[config.mk]
export PLATFORM = sky130hd
export DESIGN_NAME = instr_fetch_unit_flat
export DESIGN_NICKNAME = d
export VERILOG_FILES = /design/src/rtl/instr_fetch_if.sv /design/src/rtl/instr_fetch_unit.sv /design/src/flat_wrapper.sv
export SDC_FILE = /design/constraint.sdc
export NUM_CORES = 1
export LEC_CHECK = 0
export ABC_AREA = 1
export BUFFER_PORTS_ARGS = -buffer_cell sky130_fd_sc_hd__buf_2
export CAP_MARGIN = 20
export CORE_ASPECT_RATIO = 1.25
export CORE_MARGIN = 2
export CORE_UTILIZATION = 49
export CTS_CLUSTER_DIAMETER = 200
export DETAILED_ROUTE_END_ITERATION = 8
export HOLD_SLACK_MARGIN = 0.02
export PLACE_DENSITY = 0.88
export SYNTH_ARGS = -nofsm -noshare
export SYNTH_HDL_FRONTEND = slang
export SYNTH_SLANG_ARGS = --single-unit
[constraint.sdc]
create_clock -name clk -period 2.6 [get_ports clk]
set_input_delay 0.52 -clock clk [delete_from_list [all_inputs] [get_ports clk]]
set_output_delay 0.52 -clock clk [all_outputs]
set_load 0.01 [all_outputs]
[src/rtl/instr_fetch_if.sv]
// Instruction-memory fetch bus between instr_fetch_unit and instruction memory.
//   imem_req   : fetch request, held until imem_ack
//   imem_addr  : byte address of the fetch, stable while imem_req=1
//   imem_ack   : memory returns the word this cycle
//   imem_rdata : instruction word, valid with imem_ack
// master = fetch unit side, slave = memory side.
interface instr_fetch_if;
  logic        imem_req;
  logic [31:0] imem_addr;
  logic        imem_ack;
  logic [31:0] imem_rdata;

  modport master (
    output imem_req,
    output imem_addr,
    input  imem_ack,
    input  imem_rdata
  );

  modport slave (
    input  imem_req,
    input  imem_addr,
    output imem_ack,
    output imem_rdata
  );
endinterface

[src/rtl/instr_fetch_unit.sv]
// Instruction fetch unit: owns the PC, fetches 32-bit words over a req/ack
// bus, holds each instruction for the datapath until exec_done, then picks
// the next PC from jr / J / taken branch / sequential. A watchdog stops
// fetching with a sticky fetch_err when memory never answers, and the HALT
// opcode parks the unit until reset.
// Ports:
//   clk, rst (async active-low)
//   imem        : fetch bus (instr_fetch_if.master)
//   instr       : instruction register, opcode = instr[31:26]
//   instr_valid : instruction is live (executing)
//   exec_done, J, beq, bne, jr, zero, jr_target : next-PC controls
//   pc, pc_plus4: current PC and its link value
//   halted, fetch_err : terminal status
module instr_fetch_unit #(
  parameter logic [31:0] RESET_PC    = 32'h0000_0000,
  parameter logic [5:0]  HALT_OPCODE = 6'b111111,
  parameter int unsigned MAX_WAIT    = 255
) (
  input  logic                 clk,
  input  logic                 rst,
  instr_fetch_if.master        imem,
  output logic [31:0]          instr,
  output logic [5:0]           opcode,
  output logic                 instr_valid,
  input  logic                 exec_done,
  input  logic                 J,
  input  logic                 beq,
  input  logic                 bne,
  input  logic                 jr,
  input  logic                 zero,
  input  logic [31:0]          jr_target,
  output logic [31:0]          pc,
  output logic [31:0]          pc_plus4,
  output logic                 halted,
  output logic                 fetch_err
);

  localparam logic [1:0] ST_IDLE = 2'd0;
  localparam logic [1:0] ST_REQ  = 2'd1;
  localparam logic [1:0] ST_EXEC = 2'd2;
  localparam logic [1:0] ST_HALT = 2'd3;

  // Last counter value before the watchdog fires: the error is raised in the
  // MAX_WAIT-th consecutive REQ cycle without an ack.
  localparam logic [15:0] WAIT_LAST = 16'(MAX_WAIT - 1);

  logic [1:0]  state_r, state_nxt_s;
  logic [31:0] pc_r, pc_nxt_s;
  logic [31:0] instr_r, instr_nxt_s;
  logic [15:0] wait_cnt_r, wait_cnt_nxt_s;
  logic        fetch_err_r, fetch_err_nxt_s;
  logic        req_r, valid_r, halted_r;
  logic [31:0] pc_plus4_s, br_off_s, next_pc_s;
  logic        br_taken_s;

  // Next-PC selection: jr beats J beats a taken branch beats sequential.
  always_comb begin
    pc_plus4_s = pc_r + 32'd4;
    br_off_s   = {{14{instr_r[15]}}, instr_r[15:0], 2'b00};
    br_taken_s = (beq & zero) | (bne & ~zero);
    if (jr) begin
      next_pc_s = {jr_target[31:2], 2'b00};
    end else if (J) begin
      next_pc_s = {pc_plus4_s[31:28], instr_r[25:0], 2'b00};
    end else if (br_taken_s) begin
      next_pc_s = pc_plus4_s + br_off_s;
    end else begin
      next_pc_s = pc_plus4_s;
    end
  end

  // Fetch sequencing: request, capture/watchdog, execute hold, halt.
  always_comb begin
    state_nxt_s     = state_r;
    pc_nxt_s        = pc_r;
    instr_nxt_s     = instr_r;
    wait_cnt_nxt_s  = wait_cnt_r;
    fetch_err_nxt_s = fetch_err_r;
    case (state_r)
      ST_IDLE: begin
        state_nxt_s = ST_REQ;
      end
      ST_REQ: begin
        if (imem.imem_ack) begin
          // An ack always wins over a watchdog expiry in the same cycle.
          instr_nxt_s    = imem.imem_rdata;
          wait_cnt_nxt_s = 16'd0;
          if (imem.imem_rdata[31:26] == HALT_OPCODE) begin
            state_nxt_s = ST_HALT;
          end else begin
            state_nxt_s = ST_EXEC;
          end
        end else if (wait_cnt_r == WAIT_LAST) begin
          fetch_err_nxt_s = 1'b1;
          wait_cnt_nxt_s  = 16'd0;
          state_nxt_s     = ST_HALT;
        end else begin
          wait_cnt_nxt_s = wait_cnt_r + 16'd1;
        end
      end
      ST_EXEC: begin
        if (exec_done) begin
          pc_nxt_s    = next_pc_s;
          state_nxt_s = ST_REQ;
        end else begin
          state_nxt_s = ST_EXEC;
        end
      end
      ST_HALT: begin
        state_nxt_s = ST_HALT;
      end
      default: begin
        state_nxt_s = ST_IDLE;
      end
    endcase
  end

  // State and output registers; status flags are registered from the next state.
  always_ff @(posedge clk or negedge rst) begin
    if (!rst) begin
      state_r     <= ST_IDLE;
      pc_r        <= RESET_PC;
      instr_r     <= 32'd0;
      wait_cnt_r  <= 16'd0;
      fetch_err_r <= 1'b0;
      req_r       <= 1'b0;
      valid_r     <= 1'b0;
      halted_r    <= 1'b0;
    end else begin
      state_r     <= state_nxt_s;
      pc_r        <= pc_nxt_s;
      instr_r     <= instr_nxt_s;
      wait_cnt_r  <= wait_cnt_nxt_s;
      fetch_err_r <= fetch_err_nxt_s;
      req_r       <= (state_nxt_s == ST_REQ);
      valid_r     <= (state_nxt_s == ST_EXEC);
      halted_r    <= (state_nxt_s == ST_HALT);
    end
  end

  assign imem.imem_req  = req_r;
  assign imem.imem_addr = pc_r;
  assign instr          = instr_r;
  assign opcode         = instr_r[31:26];
  assign instr_valid    = valid_r;
  assign pc             = pc_r;
  assign pc_plus4       = pc_plus4_s;
  assign halted         = halted_r;
  assign fetch_err      = fetch_err_r;

endmodule

[src/flat_wrapper.sv]
// flat-port wrapper written by rule: the top's interface ports become plain ports
module instr_fetch_unit_flat 
#(
  parameter logic [31:0] RESET_PC    = 32'h0000_0000,
  parameter logic [5:0]  HALT_OPCODE = 6'b111111,
  parameter int unsigned MAX_WAIT    = 255
)
  (clk, rst, instr, opcode, instr_valid, exec_done, J, beq, bne, jr, zero, jr_target, pc, pc_plus4, halted, fetch_err, imem_imem_req, imem_imem_addr, imem_imem_ack, imem_imem_rdata);
  instr_fetch_if imem_i ();
  input  logic clk;
  input  logic rst;
  output logic [31:0] instr;
  output logic [5:0] opcode;
  output logic instr_valid;
  input  logic exec_done;
  input  logic J;
  input  logic beq;
  input  logic bne;
  input  logic jr;
  input  logic zero;
  input  logic [31:0] jr_target;
  output logic [31:0] pc;
  output logic [31:0] pc_plus4;
  output logic halted;
  output logic fetch_err;
  output wire logic [$bits(imem_i.imem_req)-1:0] imem_imem_req;
  output wire logic [$bits(imem_i.imem_addr)-1:0] imem_imem_addr;
  input wire logic [$bits(imem_i.imem_ack)-1:0] imem_imem_ack;
  input wire logic [$bits(imem_i.imem_rdata)-1:0] imem_imem_rdata;
  assign imem_imem_req = imem_i.imem_req;
  assign imem_imem_addr = imem_i.imem_addr;
  assign imem_i.imem_ack = imem_imem_ack;
  assign imem_i.imem_rdata = imem_imem_rdata;
  instr_fetch_unit #(.RESET_PC(RESET_PC), .HALT_OPCODE(HALT_OPCODE), .MAX_WAIT(MAX_WAIT)) u_core (.clk(clk), .rst(rst), .imem(imem_i), .instr(instr), .opcode(opcode), .instr_valid(instr_valid), .exec_done(exec_done), .J(J), .beq(beq), .bne(bne), .jr(jr), .zero(zero), .jr_target(jr_target), .pc(pc), .pc_plus4(pc_plus4), .halted(halted), .fetch_err(fetch_err));
endmodule
Yosys cells after proc, flatten, opt, wreduce, memory -nomap -nowiden
Cells that the tools add are included.
{"block": "op_classes", "n_addsub": 3, "eq_ne": 8, "muxes": 10, "bitwise_logic": 5, "n_reduce_logical": 4}
{"op": "$mux 32", "count": 3}
{"op": "$add 32x3->32 const B", "count": 1}
{"op": "$add 32x32->32", "count": 1}
{"op": "$mux 16", "count": 2}
{"op": "$add 16x1->16 const B", "count": 1}
{"op": "$eq 16x8->1 const B", "count": 1}
{"op": "$eq 2x2->1 const B", "count": 4}
{"op": "$pmux 2 s4", "count": 1}
{"op": "$eq 6x6->1 const B", "count": 1}
{"op": "$mux 2", "count": 3}
{"op": "$eq 2x1->1 const B", "count": 2}
{"op": "$reduce_and 2->1", "count": 2}
{"op": "$reduce_and 3->1", "count": 1}
{"op": "$and 1x1->1", "count": 2}
{"op": "$logic_not 2->1", "count": 1}
{"op": "$not 1->1", "count": 2}
{"op": "$mux 1", "count": 1}
{"op": "$or 1x1->1", "count": 1}
{"block": "word_totals", "reg_bits": 86, "output_inout_bits": 138}

Logic depth before layout (Yosys ltp)
{"block": "depth", "ltp_word": 6, "mapped_depth": 26, "ltp_nobuf": 26}

Least setup slack after synthesis
OpenSTA, ideal clock, no wires.
{"block": "synth_path", "kind": "register to register", "start": "register u_core.pc_r[3] (netlist: u_core.imem.imem_addr[3])", "end": "register u_core.pc_r[15] (netlist: u_core.imem.imem_addr[15])", "arrival_ns": 2.657, "t_required_ns": 2.468, "path_slack_ns": -0.189, "stages_incl_launch_ff": 21, "period_less_slack_ns": 2.789, "path_cell_list": "dfrtp_1 ha_1 inv_1 nor2_2 nand2_1 nor2_4 nand2_2 xor2_1 inv_1 ha_1 nand2_1 nor2_1 and2_1 nand2_1 nand2_1 xnor2_1 nand2_1 nand2_1 nand2_1 nand2_1 o21ai_0"}
{"block": "synth_between", "elab_chain_cells": 5}
{"item": "from (decl)", "line": "instr_fetch_unit.sv:48", "source": "logic [31:0] pc_r, pc_nxt_s;"}
{"item": "from (signal assigned)", "line": "instr_fetch_unit.sv:131", "source": "pc_r <= pc_nxt_s;"}
{"item": "$add 32x3->32", "line": "instr_fetch_unit.sv:58", "source": "pc_plus4_s = pc_r + 32'd4;"}
{"item": "via pc_plus4[12]", "line": "flat_wrapper.sv:23", "source": "output logic [31:0] pc_plus4;"}
{"item": "$add 32x32->32", "line": "instr_fetch_unit.sv:66", "source": "next_pc_s = pc_plus4_s + br_off_s;"}
{"item": "$mux 32", "line": "instr_fetch_unit.sv:65", "source": "end else if (br_taken_s) begin"}
{"item": "$mux 32", "line": "instr_fetch_unit.sv:63", "source": "end else if (J) begin"}
{"item": "$mux 32", "line": "instr_fetch_unit.sv:61", "source": "if (jr) begin"}
The timed path passes the listed nets, and every way through them passes these cells.
A chain may end at the register's enable or synchronous reset.

Final worst setup path
{"block": "layout_path", "start": "register u_core.pc_r[3] (netlist: u_core.imem.imem_addr[3])", "end": "register u_core.pc_r[17] (netlist: u_core.imem.imem_addr[17])"}
{"block": "layout_between", "elab_chain_cells": 5}
{"item": "$add 32x3->32 (*)", "line": "instr_fetch_unit.sv:58"}
{"item": "$add 32x32->32", "line": "instr_fetch_unit.sv:66"}
{"item": "$mux 32 (*)", "line": "instr_fetch_unit.sv:65"}
{"item": "$mux 32 (*)", "line": "instr_fetch_unit.sv:63"}
{"item": "$mux 32 (*)", "line": "instr_fetch_unit.sv:61"}
Every way passes the cells marked *; elsewhere a longest branch is shown, timed or not.

==> impl_metrics.ini <==
[clock_network]
cts_tree = built
insertion_delay_ps = 370
cts_root_buf = clkbuf_16
cts.path.max_buffers = 2
htreeDepth = 3
cts_num_sinks = 84
clkSlewWorstSetupHoldPaths_ps = 70
cts_buffers = 9

[timing]
rsz0062_at_grt = true
relSlewSlack = 0.449
fin_crit_sh = 1.26
hold_viol = 0
worst_pin_slew_ps = 826
final-setup-viol-count = 42
drv_slew = 0
period_needed_ps = 3280
fin_worst_skew_ps = 13.2
fin_ws_ps = -678
fmax_mhz = 305

[synth]
netlist_area_um2 = 7630
ys_seq_area_frac = 0.275
ys_types = 48
yosys.area.top_type = dfrtp_1
synth_edf_count = 0
synth.top_cells.by_area = dfrtp_1 28%, nand2_1 22%, inv_1 7.8%
yosysTopAreaCellShare = 0.275
ys.flop_type = dfrtp_1
synth-seq-cells = 84
async_reset_ff_frac = 1.00
synth_warnings = 0
synthCells = 1223
avgSynthCellArea_um2 = 6.24

[drt]
via_per_inst = 5.88
drc = 1
met1Wirelength_um = 11900
drt-pass1-iter-count = 9
route.met2.wl_um = 16600
maxUsedRoutingLayer = met5
vias = 10695
met3_length_um = 4730
drt_iter0_drc = 1395
avgRoutedWirePerCell_um = 20.5
wl_um = 37300
detail-route-antenna-nets = 0

[setup_path]
r2r_slack_ps = -680
reg2regPathDepth = 17
arrival_ps = 3530
end_kind = flip-flop
cp.required_ps = 2850
crit_path_max_fanout = 4
path_class = reg2reg
r2r_end = u_core.imem.imem_addr[17]$_DFFE_PN0P_
rr_startpoint = u_core.imem.imem_addr[3]$_DFFE_PN0P_
crit_path_start_kind = flip-flop

[final_layout]
drive_gt1_frac = 0.456
final_common_cell = nand2_1
nets = 1712
layout.cells.non_filler = 1818
syn_to_final_growth_pct = 57.6
finish.utilization = 0.779
final_cell_mix = 375 x nand2_1, 205 x buf_4, 194 x buf_2, 133 x inv_1, 90 x nor2_1

[floorplanning]
die_y_um = 144
ios = 211
die_w_um = 116
core_area_um2 = 15400
start_util = 0.494
die-area_um2 = 16600
rows = 51

[pwr]
power_leakage_nw = 6.48
p_per_area_nw_per_um2 = 1470
ir_worst_vdd_mv = 1.04

[placed_design]
dp_cells = 1759
dp_hpwl_um = 22800
port-buffer-count = 202
gp_congestion = 1.04

[outcome]
outcome = complete, but fails checks
violations = design-rule violations, negative setup slack

[global_routing]
grt_pass1_wl_um = 46800
globalRoute.totalOverflow = 0
globalRouteTotalUtil = 0.369
grt_max_degree = 50
antenna_found_initial = 3
grt_pass1_vias = 9462

[worst_hold_path]
hp-class = in2async

[run]
maxCapViolCount = 0
## metrics by stage
step | hold slack (ps) | total power [mW] | cell area, µm² | TNS, ps | worst slack, ps
final | 176 | 17.7 | 12000 | -12960 | -678
after global routing | 232 | 18.4 | 12000 | -15690 | -838
after CTS | 215 | 14.6 | 11100 | -4180 | -228
after detailed placement | 453 | 12.2 | 10100 | -7290 | -398
after global placement | 451 | 11.9 | 10100 | -5180 | -326
after floorplan | 224 | 7.87 | 7830 | -5.45 | -4.45
## where the power goes
part | internal (mW) | switching (mW)
sequential | 1.84 | 0.726
clock | 0.662 | 0.642
combinational | 5.85 | 7.93
total | 8.35 | 9.30
## logic make-up (layout without fill, tap and decap cells)
| kind of cell | Yosys count | after routing | share of synthesized area |
|---|---|---|---|
| AO/OA/AOI/OAI | 134 | 134 | 0.0984 |
| XOR/XNOR | 29 | 29 | 0.0343 |
| adder cells (fa/ha/maj) | 39 | 39 | 0.0649 |
| buffers and inverters | 228 | 605 | 0.133 |
| flip-flops | 84 | 84 | 0.275 |
| other | 1 | 7 | 0.000491 |
| AND/OR/NAND/NOR | 708 | 708 | 0.393 |
## layer usage
metal / global-route usage / vias up
li1: - / 4544
met3: 0.0860 / 350
met1: 0.406 / 4870
met2: 0.624 / 927
met5: 0 / -
met4: 0.258 / 4
## cell type report
class / count / area, µm²
clock inverter: 7 / 57.6
clock buffer: 9 / 225
sequential: 84 / 2110
inverter: 162 / 616
tap: 212 / 265
multi-input combinational: 916 / 5910
fill: 992 / 3410
antenna: 1 / 2.50
timing repair buffer: 427 / 2840
## flip-flops by register name (all words and copies together) (netlist names)
register and cells:
u_core.fetch_err 1, u_core.halted 1, u_core.imem.imem_addr 30, u_core.imem.imem_req 1, u_core.instr 32, u_core.instr_valid 1
u_core.state_r 2, u_core.wait_cnt_r 16
## cell usage after synthesis (3+ instances only)
cell      count
nand2_1     452
inv_1       158
nor2_1      117
dfrtp_1      84
a21oi_1      65
nand3_1      63
buf_4        42
ha_1         38
o21ai_0      31
clkbuf_1     19
xor2_1       19
nor3_1       13
nand4_1      11
o21bai_1     10
nand2_2       9
xnor2_1       9
nor2_2        8
nor2_4        6
o21ai_1       6
o211ai_1      5
and2_1        4
buf_2         4
nand3b_1      4
nor3_2        4
o31ai_1       4
or2_2         4
a221oi_1      3
a31oi_1       3
inv_2         3
nor4_1        3
## repair_timing
item,4_1_cts,5_1_grt
hold buffers,0,0
setup endpoints to repair,33,45
buffers inserted,20,22
pin swaps,47,87
resized for setup,135,191
## worst max-delay path: stages, from the launching register on
cell	delay [ps]
dfrtp_2	420
ha_4	200
inv_4	60
nor2_4	140
nand3_1	190
xor2_2	200
ha_1	440
nand2_1	330
nor2_2	230
inv_1	90
o21ai_2	170
a21oi_2	50
inv_1	60
nand2_1	60
nand3_2	150
nand3_2	210
nand2_1	110
nand2_1	50
## how the worst max path moves through the flow
stage | from | to | cells past startpoint
final | u_core.imem.imem_addr[3]$_DFFE_PN0P_ | u_core.imem.imem_addr[17]$_DFFE_PN0P_ | 17
after global routing | u_core.imem.imem_addr[19]$_DFFE_PN0P_ | u_core.imem.imem_addr[24]$_DFFE_PN0P_ | 16
after CTS | u_core.imem.imem_addr[2]$_DFFE_PN0P_ | u_core.imem.imem_addr[22]$_DFFE_PN0P_ | 19
after detailed placement | u_core.imem.imem_addr[2]$_DFFE_PN0P_ | u_core.imem.imem_addr[13]$_DFFE_PN0P_ | 19
after global placement | u_core.imem.imem_addr[10]$_DFFE_PN0P_ | u_core.imem.imem_addr[25]$_DFFE_PN0P_ | 17
after floorplan | u_core.imem.imem_addr[2]$_DFFE_PN0P_ | u_core.imem.imem_addr[15]$_DFFE_PN0P_ | 20
No activity file was read; power rests on OpenSTA's default activity.
